## config.mk

```make
export PLATFORM = sky130hd
export DESIGN_NAME = hazard_scoreboard
export DESIGN_NICKNAME = d
export VERILOG_FILES = /design/src/rtl/hazard_pkg.sv /design/src/rtl/hazard_decode.sv /design/src/rtl/hazard_scoreboard.sv
export SDC_FILE = /design/constraint.sdc
export NUM_CORES = 1
export LEC_CHECK = 0
export CORE_UTILIZATION = 30
export DETAILED_ROUTE_END_ITERATION = 7
export PLACE_DENSITY = 0.57
export SLEW_MARGIN = 20
export SYNTH_ARGS = -nofsm -noshare
export SYNTH_HDL_FRONTEND = slang
export SYNTH_HIERARCHICAL = 1
export SYNTH_SLANG_ARGS = --single-unit
```

## constraint.sdc

```tcl
create_clock -name clk -period 3.3 [get_ports clk]
set_input_delay 0.495 -clock clk [delete_from_list [all_inputs] [get_ports clk]]
set_output_delay 0.495 -clock clk [all_outputs]
set_load 0.02 [all_outputs]
```

## src/rtl/hazard_pkg.sv

```systemverilog
`default_nettype none
// ============================================================================
// hazard_pkg : opcode constants and scoreboard entry layout for hazard_scoreboard
// Revision   : 1.0
// ============================================================================
package hazard_pkg;

    localparam logic [5:0] OP_RTYPE = 6'h00;
    localparam logic [5:0] OP_J     = 6'h02;
    localparam logic [5:0] OP_BEQ   = 6'h04;
    localparam logic [5:0] OP_BNE   = 6'h05;
    localparam logic [5:0] OP_ADDI  = 6'h08;
    localparam logic [5:0] OP_ADDIU = 6'h09;
    localparam logic [5:0] OP_SLTI  = 6'h0A;
    localparam logic [5:0] OP_SLTIU = 6'h0B;
    localparam logic [5:0] OP_ANDI  = 6'h0C;
    localparam logic [5:0] OP_ORI   = 6'h0D;
    localparam logic [5:0] OP_LUI   = 6'h0F;
    localparam logic [5:0] OP_LW    = 6'h23;
    localparam logic [5:0] OP_SW    = 6'h2B;

    typedef struct packed {
        logic       valid;
        logic [4:0] dest;
        logic       is_load;
    } sb_entry_t;

    // $0 is hardwired, so an entry targeting it never produces a hazard.
    function automatic logic sb_writer(input sb_entry_t e);
        return e.valid && (e.dest != 5'd0);
    endfunction

endpackage
`default_nettype wire

```

## src/rtl/hazard_decode.sv

```systemverilog
`default_nettype none
// ============================================================================
// hazard_decode : combinational register-usage decode of a MIPS instruction
// Revision      : 1.0
// ============================================================================
module hazard_decode
    import hazard_pkg::*;
(
    input  logic [31:0] instr,
    output logic [4:0]  rs,
    output logic [4:0]  rt,
    output logic        rs_used,
    output logic        rt_used,
    output logic        writes,
    output logic [4:0]  dest,
    output logic        is_load,
    output logic        is_branch
);

    logic [5:0] w_op;
    logic       w_unused;

    assign w_op     = instr[31:26];
    assign rs       = instr[25:21];
    assign rt       = instr[20:16];
    assign w_unused = ^instr[10:0];

    always_comb begin
        rs_used   = 1'b0;
        rt_used   = 1'b0;
        writes    = 1'b0;
        dest      = 5'd0;
        is_load   = 1'b0;
        is_branch = 1'b0;
        case (w_op)
            OP_RTYPE: begin
                rs_used = 1'b1;
                rt_used = 1'b1;
                writes  = 1'b1;
                dest    = instr[15:11];
            end
            OP_LW: begin
                rs_used = 1'b1;
                writes  = 1'b1;
                dest    = instr[20:16];
                is_load = 1'b1;
            end
            OP_SW: begin
                rs_used = 1'b1;
                rt_used = 1'b1;
            end
            OP_BEQ, OP_BNE: begin
                rs_used   = 1'b1;
                rt_used   = 1'b1;
                is_branch = 1'b1;
            end
            OP_ADDI, OP_ADDIU, OP_SLTI, OP_SLTIU, OP_ANDI, OP_ORI: begin
                rs_used = 1'b1;
                writes  = 1'b1;
                dest    = instr[20:16];
            end
            OP_LUI: begin
                writes = 1'b1;
                dest   = instr[20:16];
            end
            default: ;
        endcase
    end

endmodule
`default_nettype wire

```

## src/rtl/hazard_scoreboard.sv

```systemverilog
`default_nettype none
// ============================================================================
// hazard_scoreboard : RAW/load-use stall detection, branch fetch hold and
//                     stall-cycle counter at the IF/ID boundary
// Revision          : 1.0
// ============================================================================
module hazard_scoreboard
    import hazard_pkg::*;
#(
    parameter int DEPTH        = 3,
    parameter int FORWARD      = 0,
    parameter int BRANCH_SLOTS = 2,
    parameter int CNT_W        = 16
) (
    input  logic             clk,
    input  logic             reset,
    input  logic             instr_valid,
    input  logic [31:0]      instr,
    output logic             stall,
    output logic             issue,
    output logic             bubble,
    output logic [CNT_W-1:0] stall_count
);

    localparam logic [0:0] c_RUN  = 1'b0;
    localparam logic [0:0] c_HOLD = 1'b1;

    logic [4:0] w_rs, w_rt, w_dest;
    logic       w_rs_used, w_rt_used, w_writes, w_is_load, w_is_branch;
    logic       w_hazard;
    logic [0:0] r_state, w_state_nxt;
    logic [2:0] r_bcnt, w_bcnt_nxt;
    logic [CNT_W-1:0] r_count;
    sb_entry_t  r_sb [DEPTH];
    sb_entry_t  w_new;

    hazard_decode u_decode (
        .instr     (instr),
        .rs        (w_rs),
        .rt        (w_rt),
        .rs_used   (w_rs_used),
        .rt_used   (w_rt_used),
        .writes    (w_writes),
        .dest      (w_dest),
        .is_load   (w_is_load),
        .is_branch (w_is_branch)
    );

    // With forwarding only a load in the youngest slot can still block a reader.
    always_comb begin
        w_hazard = 1'b0;
        for (int k = 0; k < DEPTH; k++) begin
            if (sb_writer(r_sb[k]) &&
                ((w_rs_used && (w_rs == r_sb[k].dest)) ||
                 (w_rt_used && (w_rt == r_sb[k].dest)))) begin
                if ((FORWARD == 0) || ((k == 0) && r_sb[k].is_load)) begin
                    w_hazard = 1'b1;
                end
            end
        end
        w_hazard = w_hazard & instr_valid;
    end

    always_ff @(posedge clk or posedge reset) begin
        if (reset) begin
            r_state <= c_RUN;
            r_bcnt  <= 3'd0;
        end else begin
            r_state <= w_state_nxt;
            r_bcnt  <= w_bcnt_nxt;
        end
    end

    always_comb begin
        w_state_nxt = r_state;
        w_bcnt_nxt  = r_bcnt;
        case (r_state)
            c_RUN: begin
                if (issue && w_is_branch && (BRANCH_SLOTS != 0)) begin
                    w_state_nxt = c_HOLD;
                    w_bcnt_nxt  = 3'(BRANCH_SLOTS);
                end
            end
            c_HOLD: begin
                w_bcnt_nxt = r_bcnt - 3'd1;
                if (r_bcnt == 3'd1) begin
                    w_state_nxt = c_RUN;
                end
            end
            default: w_state_nxt = c_RUN;
        endcase
    end

    always_comb begin
        stall  = w_hazard;
        issue  = instr_valid & ~w_hazard;
        bubble = ~(instr_valid & ~w_hazard);
        if (r_state == c_HOLD) begin
            stall  = 1'b1;
            issue  = 1'b0;
            bubble = 1'b1;
        end
    end

    always_comb begin
        w_new.valid   = issue;
        w_new.dest    = w_writes ? w_dest : 5'd0;
        w_new.is_load = issue & w_is_load;
    end

    always_ff @(posedge clk or posedge reset) begin
        if (reset) begin
            for (int k = 0; k < DEPTH; k++) begin
                r_sb[k] <= '0;
            end
        end else begin
            for (int k = DEPTH - 1; k > 0; k--) begin
                r_sb[k] <= r_sb[k-1];
            end
            r_sb[0] <= w_new;
        end
    end

    always_ff @(posedge clk or posedge reset) begin
        if (reset) begin
            r_count <= '0;
        end else if (stall && (r_count != {CNT_W{1'b1}})) begin
            r_count <= r_count + CNT_W'(1);
        end
    end

    assign stall_count = r_count;

endmodule
`default_nettype wire

```

# Yosys cells after proc, flatten, opt, wreduce, memory -nomap -nowiden
# Index checks and enable logic that the tools add are counted.
# totals
regBits	38
inputBits	35
wordCells	79
# op_classes
mux	17
bitwise_logic	5
n_reduce_logical	26
eq_ne	20
addsub	2
# ops
cell	n
$eq 6x4->1 const B	7
$eq 5x5->1	6
$add 16x1->16 const B	1
$ne 16x16->1 const B	1
$reduce_bool 5->1	3
$logic_and 1x1->1	14
$eq 6x3->1 const B	2
$eq 6x6->1 const B	2
$mux 1	12
$reduce_or 11->1	1
$pmux 5 s2	1
$reduce_or 9->1	1
$reduce_or 8->1	1
$logic_not 6->1	1
$pmux 3 s2	1
$mux 5	1
$reduce_or 4->1	1
$eq 3x1->1 const B	1
$logic_or 1x1->1	3
$mux 3	1
$not 1->1	3
$sub 3x1->3 const B	1
$and 1x1->1	2
$ne 2x2->1 const B	1
other kinds (2)	2

# Logic depth before layout (Yosys ltp)
# logic_depth
depth_word	16
depth_mapped	11
depth_no_buf	10

# Cells and area by module
# The synthesis kept the hierarchy.
# by_module_without_submodules
mod	instances	cells_each	area_each_um2
hazard_scoreboard	1	172	1923.1
hazard_decode	1	38	277.8

# Least setup slack after synthesis
# OpenSTA, ideal clock, no wires.
# synth_timing
path_kind	input to output
start	input port instr[27]
end	output port stall
n_path_buf	2
stages	8
arrival_ns	2.595
slack_ns	0.210
required_ns	2.805
path_cell_list	buf_4 or4_1 a21oi_1 and3_1 a31oi_1 o2111ai_4 buf_2 a21boi_0
# synth_via
elab_chain_len	11
word_cells_on_any_way	32
# synth_lines
element	line	text
from (decl)	hazard_scoreboard.sv:18	input logic [31:0] instr,
$eq 6x6->1, or another cell as far along	hazard_decode.sv:35	case (w_op)
$reduce_or 4->1 (no source line) *	-	
$mux 1 *	hazard_decode.sv:35	
via w_rt_used	hazard_scoreboard.sv:29	logic w_rs_used, w_rt_used, w_writes, w_is_load, w_is_branch;
$logic_and 1x1->1	hazard_scoreboard.sv:55	(w_rt_used && (w_rt == r_sb[k].dest)))) begin
$logic_or 1x1->1	hazard_scoreboard.sv:54	((w_rs_used && (w_rs == r_sb[k].dest)) ||
$logic_and 1x1->1	hazard_scoreboard.sv:53	if (sb_writer(r_sb[k]) &&
$mux 1 (2 in series)	hazard_scoreboard.sv:53	
$mux 1 *	hazard_scoreboard.sv:53	
$and 1x1->1 *	hazard_scoreboard.sv:61	w_hazard = w_hazard & instr_valid;
$mux 1 *	hazard_scoreboard.sv:98	if (r_state == c_HOLD) begin
to (decl)	hazard_scoreboard.sv:19	output logic stall,
# The timed path passes the listed nets; every way through them passes the cells marked *.

# Worst setup path in the final report
# layout_timing
start	input port instr[29]
end	output port stall
# Same word-level chain as after synthesis.

==> results by stage <==
Die:
- The die area is 0.00765 mm2.
- The floorplan die height is 87.5 um.
- The number of placement rows is 30.
- The number of ports placed on the die boundary is 54.
- For this configuration, the core starts out at a cell density of 31.6%.
- The die is 87.5 um wide.
- The placeable core region is about 0.0069 mm2.

Setup path:
- The cell at the slowest stage of the critical path is or4_4.
- The start point of the critical path is instr[29].
- The critical path in this run is classified as in -> out.
- The maximum fanout count along the critical path is 3.
- The critical path's top delay family is buffers and inverters.
- The launch point of the worst reg-to-reg path is r_sb[16].
- The critical path endpoint is stall.
- STA classifies the critical path endpoint as an output pin.
- The length in cells of the worst reg-to-reg path is 8.
- The critical path goes through clkdlybuf4s50_1, or4_4, a21oi_2, buf_4, nand2_1, o22ai_1, o211ai_1, o2111ai_4, a21boi_2, clkdlybuf4s15_2.
- The critical path launch point type is a primary input.
- Together, buffers and inverters on the worst path number 3.
- The worst path arrival time is approximately 2.7 ns.
- The depth of the critical timing path with buffers and inverters included is 10.
- In this run the register-to-register setup slack is around 0.90 ns.
- On the worst path, the slowest cell contributes a delay of roughly 0.5 ns.
- For the worst setup path, the data required time is 2.80 ns.
- The endpoint of the lowest-slack register-to-register path is stall_count[1].

Finish:
- The number of antenna cells inserted is 0.
- The sequential cell area is 951 um2.
- Relative to the synthesized area, the layout overhead comes to 33.2%.
- The fraction of final layout cells sized beyond drive strength 1 is around 18%.
- Leaving out fill and tap cells, the most frequent cells in the layout are xnor2_1, dfrtp_1, clkdlybuf4s50_1.
- Cells fill between 40% and 50% of the core in the end.
- The number of nets in the layout is 306.
- Fill cells in the final layout number between 600 and 700.
- Summing all multi-input logic gate instances after layout gives roughly 0.0011 mm2.

Outcome:
- The flow ran to the end, and the final reports show no timing, DRC or antenna violations.

Clocking:
- In this run the clock root is driven by a clkbuf_8.
- The number of buffers inserted by hold repair at cts is 0.
- The H-tree depth reported by CTS is 2.
- The longest clock path from root to sink contains 2 buffers.
- The clock latency on the worst-skew pair is 0.29 ns.
- Clock-pin slew was measured on the worst setup and hold paths at ~0.070 ns.
- For this design, the sink count on the clock tree is 38.
- The number of clock buffers inserted by TritonCTS is 5.
- TritonCTS built the clock tree.

Place:
- The setup slack after placement is -0.391 ns.
- The global placement routability congestion is roughly 0.77.
- The half-perimeter wire length after placement is roughly 3700 um.
- During placement, the flow inserted port buffers numbering between 40 and 50.

Run:
- The tool flagged a number of max-cap violations equal to 0.

Hold path:
- The path class of the tightest hold or removal check is reg -> reg.
- The instance count along the most critical hold path is 0.

Timing:
- The number of hold violations in the final report is 0.
- The final max-slew violation count is 0.
- On the final layout, the worst hold slack is about 0.38 ns.
- For the pin with the worst max-slew slack, the measured transition is around 0.70 ns.
- Derived from the worst setup path, the maximum achievable clock frequency is ~310 MHz.
- Setup violations remaining at the end of the flow were counted as 0.
- The worst pin sits at a relative slew slack of around 53%.
- The least setup slack across all paths after layout is around 0.11 ns.
- The post-route clock period utilization is 96.6%.
- The final clock skew is between 0.008 and 0.009 ns.
- Subtracting the final worst setup slack from the clock period gives approximately 3.2 ns.
- Setup repair after global routing left no endpoint under its margin.

Drt:
- The final wirelength is 4690 um.
- The number of DRC violations after detailed routing is 0.
- The number of nets with antenna violations after routing is 0.
- For this block, the via count after detailed routing is 1,675.
- After the first detailed-routing iteration, the DRC count stood at 54.
- The number of search-and-repair iterations in the first detailed-routing pass is 4.
- The average wire length per cell after detail routing is ~13 um.
- In the routed layout, each cell is associated on average with a via count of between 4 and 5.

Power:
- After layout, the design draws a total of about 1400 uW.
- In this run the power density over the cells is approximately 460 mW/mm2.
- In this run the static leakage power is 0.00124 uW.
- The worst-case IR drop observed on VDD is about 0.17 mV.

Global route:
- Global routing finished with a remaining overflow of 0.
- Across every metal layer, demand over resource in global routing totals between 10% and 20%.
- Entering global routing, the biggest net connects 39 pins.
- The number of antenna violations at the first check in global routing is 0.
- The via count of the first global-routing pass is 1,717.
- The wire length of the first global-routing pass is 8070 um.

Logic synthesis:
- For this run, the number of Yosys warnings is 6.
- The net count after synthesis is around 250.
- The synthesized instance count is 208.
- The mapped netlist covers between 0.002 and 0.0025 mm2.
- After synthesis, the mean cell area works out to approximately 11 um2.
==> layout make-up <==
cell class                      count  share of cell area (%)
Timing Repair Buffer               68                    21.3
Multi-Input combinational cell    146                    38.1
Tap cell                           96                    4.11
Sequential cell                    38                    32.6
Clock buffer                        6                    2.49
Clock inverter                      1                   0.257
Inverter                            9                    1.16
==> power by group <==
part	leakage [uW]	internal [uW]	switching, uW
sequential	0.000506	531	67.6
combinational	0.000694	234	216
clock	0.0000373	145	160
total	0.00124	910	444
==> worst register-to-register path: stages (launching register included) <==
cell,delay [ns]
dfrtp_1,0.43
or4_1,0.55
o211ai_1,0.27
o2111ai_4,0.17
buf_6,0.15
buf_4,0.12
buf_4,0.17
nand2_1,0.11
mux2_1,0.32
==> routing by layer <==
layer / up-vias / wire length, um / GRT usage (%)
met5: - / 0 / 0
met1: 791 / 2140 / 18.1
li1: 840 / - / -
met2: 37 / 2300 / 22.9
met3: 7 / 192 / 2.65
met4: 0 / 60 / 4.02
==> registers in the layout, summed over array words and instances, names as in the netlist <==
| register | cells |
|---|---|
| stall_count | 16 |
| r_sb | 18 |
| r_bcnt | 3 |
| r_state | 1 |
==> timing repair <==
action                     CTS  global route
setup buffers                0             1
resized for setup           10            12
pin swaps                    1             4
setup endpoints to repair    3             3
==> stage by stage <==
step	instance area (um2)	TNS (ns)	std cells
2_1_floorplan	2190	0	208
3_3_place_gp	2810	-0.904	356
3_5_place_dp	2810	-0.967	356
4_1_cts	2900	0	363
5_1_grt	2920	0	364
6_report	2920	0	364
==> worst min path at each step <==
stage / from / to / slack [ns]
2_1_floorplan: r_sb[13] / r_sb[6] / 0.35
3_3_place_gp: r_sb[13] / r_sb[6] / 0.36
3_5_place_dp: r_sb[13] / r_sb[6] / 0.36
4_1_cts: r_sb[13] / r_sb[6] / 0.38
5_1_grt: r_sb[13] / r_sb[6] / 0.39
6_report: r_sb[13] / r_sb[6] / 0.38
Note: power is estimated with default switching activity, not from simulation.
